**config.mk**
```make
export PLATFORM = sky130hd
export DESIGN_NAME = cci_mpf_csr_event_counters_flat
export DESIGN_NICKNAME = d
export VERILOG_FILES = /design/src/rtl/cci_mpf_csr_event_counters_if.sv /design/src/rtl/cci_mpf_csr_event_counters.sv /design/src/flat_wrapper.sv
export SDC_FILE = /design/constraint.sdc
export NUM_CORES = 2
export LEC_CHECK = 0
export ABC_AREA = 1
export CELL_PAD_IN_SITES_DETAIL_PLACEMENT = 2
export CELL_PAD_IN_SITES_GLOBAL_PLACEMENT = 2
export CORE_AREA = 2 2 491 493
export DETAILED_ROUTE_END_ITERATION = 10
export DIE_AREA = 0 0 493 495
export DONT_BUFFER_PORTS = 1
export PLACE_DENSITY = 0.85
export SLEW_MARGIN = 40
export SYNTH_ARGS = -nofsm -noshare
export SYNTH_HDL_FRONTEND = slang
export SYNTH_SLANG_ARGS = --single-unit
export TNS_END_PERCENT = 20
```
**constraint.sdc**
```tcl
create_clock -name clk -period 6.9 [get_ports clk]
set_input_delay 1.38 -clock clk [delete_from_list [all_inputs] [get_ports clk]]
set_output_delay 1.38 -clock clk [all_outputs]
set_load 0.03 [all_outputs]
```
**src/rtl/cci_mpf_csr_event_counters_if.sv**
```systemverilog
// Read request/response bundle between the MMIO CSR manager and the event-counter bank.
// Handshake: no ready; every cycle with rd_req_valid=1 is one accepted request, and its
// response appears as a single rd_rsp_valid=1 cycle exactly two clock edges later, in order.
interface cci_mpf_csr_event_counters_if #(
  parameter int IDX_WIDTH = 6,
  parameter int TID_WIDTH = 9
);
  logic                 rd_req_valid;
  logic [IDX_WIDTH-1:0] rd_req_idx;
  logic                 rd_req_shadow;
  logic [TID_WIDTH-1:0] rd_req_tid;
  logic                 rd_rsp_valid;
  logic [63:0]          rd_rsp_data;
  logic [TID_WIDTH-1:0] rd_rsp_tid;

  modport master (
    output rd_req_valid, rd_req_idx, rd_req_shadow, rd_req_tid,
    input  rd_rsp_valid, rd_rsp_data, rd_rsp_tid
  );

  modport slave (
    input  rd_req_valid, rd_req_idx, rd_req_shadow, rd_req_tid,
    output rd_rsp_valid, rd_rsp_data, rd_rsp_tid
  );
endinterface

```
**src/rtl/cci_mpf_csr_event_counters.sv**
```systemverilog
// Bank of saturating event counters with sticky overflow, clears, freeze, snapshot
// shadows and a fixed two-cycle indexed read port.
module cci_mpf_csr_event_counters #(
  parameter int N_EVENTS  = 16,
  parameter int CNT_WIDTH = 48,
  parameter int IDX_WIDTH = 6,
  parameter int TID_WIDTH = 9
) (
  input  logic                 clk,
  input  logic                 reset_n,
  input  logic [N_EVENTS-1:0]  event_in,
  input  logic                 freeze,
  input  logic                 clear_all,
  input  logic                 clear_idx_valid,
  input  logic [IDX_WIDTH-1:0] clear_idx,
  input  logic                 snap,
  cci_mpf_csr_event_counters_if.slave rd
);

  localparam logic [CNT_WIDTH-1:0] CNT_MAX = '1;

  logic [N_EVENTS-1:0]  event_q;
  logic [CNT_WIDTH-1:0] cnt_q    [N_EVENTS];
  logic [CNT_WIDTH-1:0] cnt_d    [N_EVENTS];
  logic [CNT_WIDTH-1:0] shadow_q [N_EVENTS];
  logic [N_EVENTS-1:0]  ovf_q;
  logic [N_EVENTS-1:0]  ovf_d;
  logic [N_EVENTS-1:0]  shadow_ovf_q;

  logic                 s1_valid_q;
  logic [IDX_WIDTH-1:0] s1_idx_q;
  logic                 s1_shadow_q;
  logic [TID_WIDTH-1:0] s1_tid_q;
  logic [63:0]          rsp_data_d;
  logic                 rsp_valid_q;
  logic [63:0]          rsp_data_q;
  logic [TID_WIDTH-1:0] rsp_tid_q;

  // Clear beats increment, so an event coinciding with a clear is dropped.
  always_comb begin
    for (int i = 0; i < N_EVENTS; i++) begin
      cnt_d[i] = cnt_q[i];
      ovf_d[i] = ovf_q[i];
      if (clear_all || (clear_idx_valid && (clear_idx == IDX_WIDTH'(i)))) begin
        cnt_d[i] = '0;
        ovf_d[i] = 1'b0;
      end else if (event_q[i] && !freeze) begin
        if (cnt_q[i] == CNT_MAX) ovf_d[i] = 1'b1;
        else                     cnt_d[i] = cnt_q[i] + CNT_WIDTH'(1);
      end
    end
  end

  always_ff @(posedge clk or negedge reset_n) begin
    if (!reset_n) begin
      event_q      <= '0;
      ovf_q        <= '0;
      shadow_ovf_q <= '0;
      for (int i = 0; i < N_EVENTS; i++) begin
        cnt_q[i]    <= '0;
        shadow_q[i] <= '0;
      end
    end else begin
      event_q <= event_in;
      ovf_q   <= ovf_d;
      for (int i = 0; i < N_EVENTS; i++) cnt_q[i] <= cnt_d[i];
      // Snapshot takes pre-edge values, so snap+clear_all acts as read-and-reset.
      if (snap) begin
        shadow_ovf_q <= ovf_q;
        for (int i = 0; i < N_EVENTS; i++) shadow_q[i] <= cnt_q[i];
      end
    end
  end

  // Out-of-range indices match no counter and therefore read as zero.
  always_comb begin
    rsp_data_d = '0;
    for (int i = 0; i < N_EVENTS; i++) begin
      if (s1_idx_q == IDX_WIDTH'(i)) begin
        if (s1_shadow_q) begin
          rsp_data_d[CNT_WIDTH-1:0] = shadow_q[i];
          rsp_data_d[63]            = shadow_ovf_q[i];
        end else begin
          rsp_data_d[CNT_WIDTH-1:0] = cnt_q[i];
          rsp_data_d[63]            = ovf_q[i];
        end
      end
    end
  end

  always_ff @(posedge clk or negedge reset_n) begin
    if (!reset_n) begin
      s1_valid_q  <= 1'b0;
      s1_idx_q    <= '0;
      s1_shadow_q <= 1'b0;
      s1_tid_q    <= '0;
      rsp_valid_q <= 1'b0;
      rsp_data_q  <= '0;
      rsp_tid_q   <= '0;
    end else begin
      s1_valid_q  <= rd.rd_req_valid;
      s1_idx_q    <= rd.rd_req_idx;
      s1_shadow_q <= rd.rd_req_shadow;
      s1_tid_q    <= rd.rd_req_tid;
      rsp_valid_q <= s1_valid_q;
      rsp_data_q  <= s1_valid_q ? rsp_data_d : 64'd0;
      rsp_tid_q   <= s1_valid_q ? s1_tid_q   : '0;
    end
  end

  assign rd.rd_rsp_valid = rsp_valid_q;
  assign rd.rd_rsp_data  = rsp_data_q;
  assign rd.rd_rsp_tid   = rsp_tid_q;

endmodule

```
**src/flat_wrapper.sv**
```systemverilog
// flat-port wrapper written by rule: the top's interface ports become plain ports
module cci_mpf_csr_event_counters_flat 
#(
  parameter int N_EVENTS  = 16,
  parameter int CNT_WIDTH = 48,
  parameter int IDX_WIDTH = 6,
  parameter int TID_WIDTH = 9
)
  (clk, reset_n, event_in, freeze, clear_all, clear_idx_valid, clear_idx, snap, rd_rd_req_valid, rd_rd_req_idx, rd_rd_req_shadow, rd_rd_req_tid, rd_rd_rsp_valid, rd_rd_rsp_data, rd_rd_rsp_tid);
  cci_mpf_csr_event_counters_if #(.IDX_WIDTH(IDX_WIDTH), .TID_WIDTH(TID_WIDTH)) rd_i ();
  input  logic clk;
  input  logic reset_n;
  input  logic [N_EVENTS-1:0] event_in;
  input  logic freeze;
  input  logic clear_all;
  input  logic clear_idx_valid;
  input  logic [IDX_WIDTH-1:0] clear_idx;
  input  logic snap;
  input wire logic [$bits(rd_i.rd_req_valid)-1:0] rd_rd_req_valid;
  input wire logic [$bits(rd_i.rd_req_idx)-1:0] rd_rd_req_idx;
  input wire logic [$bits(rd_i.rd_req_shadow)-1:0] rd_rd_req_shadow;
  input wire logic [$bits(rd_i.rd_req_tid)-1:0] rd_rd_req_tid;
  output wire logic [$bits(rd_i.rd_rsp_valid)-1:0] rd_rd_rsp_valid;
  output wire logic [$bits(rd_i.rd_rsp_data)-1:0] rd_rd_rsp_data;
  output wire logic [$bits(rd_i.rd_rsp_tid)-1:0] rd_rd_rsp_tid;
  assign rd_i.rd_req_valid = rd_rd_req_valid;
  assign rd_i.rd_req_idx = rd_rd_req_idx;
  assign rd_i.rd_req_shadow = rd_rd_req_shadow;
  assign rd_i.rd_req_tid = rd_rd_req_tid;
  assign rd_rd_rsp_valid = rd_i.rd_rsp_valid;
  assign rd_rd_rsp_data = rd_i.rd_rsp_data;
  assign rd_rd_rsp_tid = rd_i.rd_rsp_tid;
  cci_mpf_csr_event_counters #(.N_EVENTS(N_EVENTS), .CNT_WIDTH(CNT_WIDTH), .IDX_WIDTH(IDX_WIDTH), .TID_WIDTH(TID_WIDTH)) u_core (.clk(clk), .reset_n(reset_n), .event_in(event_in), .freeze(freeze), .clear_all(clear_all), .clear_idx_valid(clear_idx_valid), .clear_idx(clear_idx), .snap(snap), .rd(rd_i));
endmodule
```
# --- Yosys cells after proc, flatten, opt, wreduce, memory -nomap -nowiden ---
# Cells that the tools add are included.
word_totals:
  register_bits: 1675
  latch_bits: 0
  ram_bits: 0
  mem_bits_ro: 0
  input_bits: 45
  output_inout_bits: 74
  elab_cells: 412
  mem_count: 0
classes:
  n_addsub: 16
  n_mul: 0
  div: 0
  order_cmp: 0
  n_eq_ne: 62
  n_shift: 0
  mux: 162
  bitwise: 0
  reduce_logical: 115
op_table:
  columns: ["operator", "count"]
  rows:
  - ["$mux 48", 80]
  - ["$add 48x1->48 const B", 16]
  - ["$eq 48x48->1 const B", 16]
  - ["$eq 6x4->1 const B", 16]
  - ["$mux 1", 80]
  - ["$mux 64", 1]
  - ["$reduce_and 2->1", 32]
  - ["$reduce_bool 2->1", 32]
  - ["$eq 6x3->1 const B", 8]
  - ["$logic_and 1x1->1", 32]
  - ["$ne 2x1->1 const B", 16]
  - ["$eq 6x2->1 const B", 4]
  - ["$logic_or 1x1->1", 16]
  - ["$eq 6x1->1 const B", 2]
  - ["$logic_not 6->1", 2]
  - ["$mux 9", 1]
  - ["$logic_not 1->1", 1]

# --- Logic depth before layout (Yosys ltp) ---
logic_depth:
  depth_word: 18
  ltp_mapped: 18
  mapped_depth_nobuf: 16

# --- Worst setup path after synthesis ---
# No wires, ideal clock.
synth_path:
  kind: "input-to-reg"
  from: "input port clear_all"
  to: "register u_core.cnt_q[636] (netlist bit)"
  arrival_ns: 2.930
  t_required_ns: 6.804
  slack_ns: 3.875
  path_stages: 9
  path_buffers: 4
  path_cell_list: "buf_2 -> clkbuf_1 -> a21oi_1 -> clkinv_1 -> nor2_2 -> buf_4 -> buf_4 -> nand2_1 -> o31ai_1"
synth_between:
  elab_chain_len: 3
  elab_cells_between_ends: 5
synth_lines:
  columns: ["element", "line_no", "text"]
  rows:
  - ["start: declaration", "flat_wrapper.sv:15", "input logic clear_all;"]
  - ["$logic_or 1x1->1 *", "cci_mpf_csr_event_counters.sv:44", "if (clear_all || (clear_idx_valid && (clear_idx == IDX_WIDTH'(i)))) begin"]
  - ["$ne 2x1->1 (no source line) or $reduce_bool 2->1 (tied branches)", null, null]
  - ["$reduce_and 2->1 (no source line)", null, null]
  - ["end signal: indexed assignment", "cci_mpf_csr_event_counters.sv:60", "cnt_q[i] <= '0;"]
  - ["end: declaration", "cci_mpf_csr_event_counters.sv:23", "logic [CNT_WIDTH-1:0] cnt_q [N_EVENTS];"]
# Mark *: on every way between the ends. The rest lies on a longest branch, timed or not.
# A chain may end at the register's enable or synchronous reset.

==> out/qor.txt <==
Finished Layout Cells -> 16,524
Synth Area in XOR/XNOR -> 0.03256
Worst Path Required -> 7910 ps
max-slew headroom at the worst pin -> 0.3352
die width -> 493 um
vias in the first global route -> 105,964
Critical-path top delay cell -> buf_16
clk root buf -> clkbuf_16
crit path DAT -> 6580 ps
Worst path top cell family by delay -> buffers and inverters
crit-path cells -> buf_16, buf_16, buf_16, buf_16, buf_16, buf_16, buf_16, buf_16, buf_16, buf_16, buf_16, buf_16
R2R setup slack -> 2090 ps
slowest cell delay on critical path -> 460 ps
# nets final -> 13,230
Worst Path Max Fanout -> 115
global-route wire length before repair -> 685.1 mm
Hold Vio Cnt, Final -> 0
Synth Area in Compound Gates -> 0.1526
post-synthesis mux area share -> 0.001761
switching power -> 6.196 mW
status -> finished clean
drt first-iter violations -> 7,525
achievable frequency -> 179.5 MHz
Area contributors post-synth -> dfrtp_1 (43%), nand2_1 (14%), o21ai_0 (7.0%)
min cycle time layout -> 5571 ps
critical path launch point -> reset_n
commonest cells after routing, fill and taps aside -> nand2_1 (3,652), dfrtp_1 (1,658), o21ai_0 (1,348), nor2_1 (1,338), inv_1 (1,325)
Adder-Cell Fraction of Synth Area -> 0.002056
Synth Flop Type -> dfrtp_1
Initial Util -> 0.4071
largest net degree at the start of global routing -> 276
Die H -> 495 um
final clock skew -> 32.88 ps
Site Rows -> 180
Hold Buf Count CTS -> 0
routed vias -> 98,250
DRT Pass-1 Iters -> 5
maxcap violations -> 0
Power per Cell Area -> 214.5 nW/um^2
Max IR drop VDD -> 0.1858 mV
setup slack at placement -> -224.3 ps
register bit total from synthesis -> 1,660
sequential share of power -> 0.440
number of synthesized flops with an enable pin -> 0
Clock Path Buffers -> 3
critical path buffer and inverter count -> 12
fin. max-slew vios -> 0
clock power share -> 0.486
Logic pwr share -> 0.074
CTS HTree Levels -> 4
commonest non-fill, non-tap cell in the layout -> nand2_1
Routed WL -> 453.3 mm
Reg clk slew, reported paths -> 60 ps
Area Growth Syn to Fin -> 10.14%
sw frac -> 0.2693
IO Port Bufs -> 0
antenna violations before repair -> 18
CTS buffer count -> 198
DIE AREA -> 244,000 um^2
Syn Inst Count -> 13,558
leading area contributor after synthesis -> dfrtp_1
Yosys cell types -> 62
# fillers -> 27,725
Skew-Pair Late Insertion Delay -> 890 ps
post-CTS sizing -> 0
static leakage -> 42.86 nW
critical path class -> input port to asynchronous set/reset pin
postcts setup bufs -> 0
top cell type's share of synthesized area -> 0.4266
Final WS setup -> 1329 ps
worst slew pin tran -> 986.7 ps
unrepaired setup endpoints after global routing -> false
Async SR Flop Fraction -> 1.000
synthesized area -> 97,360 um^2
final hold slack -> 189.2 ps
core area -> 239,200 um^2
layout cell share with drive strength beyond 1 -> 0.05544
Worst Setup Start Kind -> input port
IO Pins -> 119
fin crit share -> 0.8074
WL/cell -> 27.43 um
simple-gate area share of the yosys netlist -> 0.2976
cell mode on critical path -> buf_16
via/cell ratio -> 5.946
antenna viol nets, final -> 0
CTS tree -> built
TNS Setup -> 0 ps
dpl hpwl -> 335.6 mm
cell count after placement -> 16,149
Avg Cell Area, Syn -> 7.181 um^2
R2R depth -> 15
worst r2r dst -> u_core.rd.rd_rsp_data[9]$_DFF_PN0_
r2r startpoint -> u_core.s1_shadow_q$_DFF_PN0_
grt ovf -> 0
clock tree sinks -> 1,660
Yosys warning count -> 0
largest family of logic cells by synthesized area -> simple AND/OR/NAND/NOR gates
CP endpoint kind -> asynchronous set/reset pin
internal power -> 16.81 mW
DRC -> 0
Final Setup Violations -> 0
sequential-to-total area share from yosys stat -> 0.4266
Worst Hold Class -> input port to asynchronous set/reset pin
gr usage total -> 0.3666
routability cong. -> 0.9578
kinds of logic (layout without fill, tap and decap cells):
family          count (synthesis)  count (layout)
simple gates                 6788            6788
compound gates               2579            2579
buf+inv                      2139            1897
flops                        1660            1660
xor+xnor                      362             362
fa+ha+maj                      16              16
mux                            13              13
other cells                     1              24
per-layer routing:
layer,part of all wire,vias to the layer above,GRT usage
met2,0.47,2284,0.5988
li1,-,43971,-
met5,0.00023,-,0
met3,0.044,815,0.04518
met1,0.43,51166,0.4744
met4,0.062,14,0.1965
power groups by stage:
stage / clock [mW] / sequential, mW / combinational (mW)
after floorplan: 0 / 10.2 / 0.921
after global placement: 0 / 10.3 / 1.43
after detailed placement: 0 / 10.3 / 1.67
after CTS: 11.3 / 10.1 / 1.69
after global routing: 11.6 / 10.1 / 1.85
final: 11.2 / 10.1 / 1.71
per-stage QoR:
stage / power (mW) / util / area [um^2]
global route: 23.63 / 0.4483 / 107200
detailed placement: 11.96 / 0.4192 / 100300
global placement: 11.70 / 0.4163 / 99570
finish: 23.00 / 0.4484 / 107200
floorplan: 11.14 / - / 97420
CTS: 23.12 / 0.4475 / 107000
state kept, by name, summed over array words and instances, names as in the netlist:
signal,flops
u_core.cnt_q,768
u_core.shadow_q,768
u_core.rd.rd_rsp_data,49
u_core.event_q,16
u_core.ovf_q,16
u_core.shadow_ovf_q,16
u_core.rd.rd_rsp_tid,9
u_core.s1_tid_q,9
u_core.s1_idx_q,6
u_core.rd.rd_rsp_valid,1
u_core.s1_shadow_q,1
u_core.s1_valid_q,1
Yosys cell counts (all sizes together), types with 4 or more instances:
master and n:
clkbuf 487, a21oi 356, a31oi 40, xor2 343, nand3 718, xnor2 19
nand3b 5, o21ai 1495, mux2 12, or2 33, o31ai 231, nor4 117
dfrtp 1660, nor3 325, nand2 3670, ha 16, inv 1386, o21a 12
o211ai 438, nor4b 7, nand4 515, buf 259, nor3b 21, clkinv 7
o41ai 4, nor2 1371
layout make-up:
class,instances,area [um^2],share of cell area
antenna,9,22.52,0.0002100
clock buffer,305,6046,0.05638
clock inverter,56,723.2,0.006744
inverter,1393,5249,0.04895
multi-input combinational,9773,47800,0.4457
sequential,1660,41540,0.3874
tap,3185,3985,0.03716
timing repair buffer,143,1868,0.01742
worst max path at each step:
stage,to,slack [ps],depth (start not counted)
2_1_floorplan,u_core.cnt_q[636]$_DFFE_PN0P_,3870,9
3_3_place_gp,u_core.s1_valid_q$_DFF_PN0_,300,7
3_5_place_dp,u_core.shadow_q[46]$_DFFE_PN0P_,-220,12
4_1_cts,u_core.shadow_q[28]$_DFFE_PN0P_,710,12
5_1_grt,u_core.shadow_q[36]$_DFFE_PN0P_,720,12
6_report,u_core.shadow_q[28]$_DFFE_PN0P_,1330,12
Note: power is estimated with default switching activity, not from simulation.
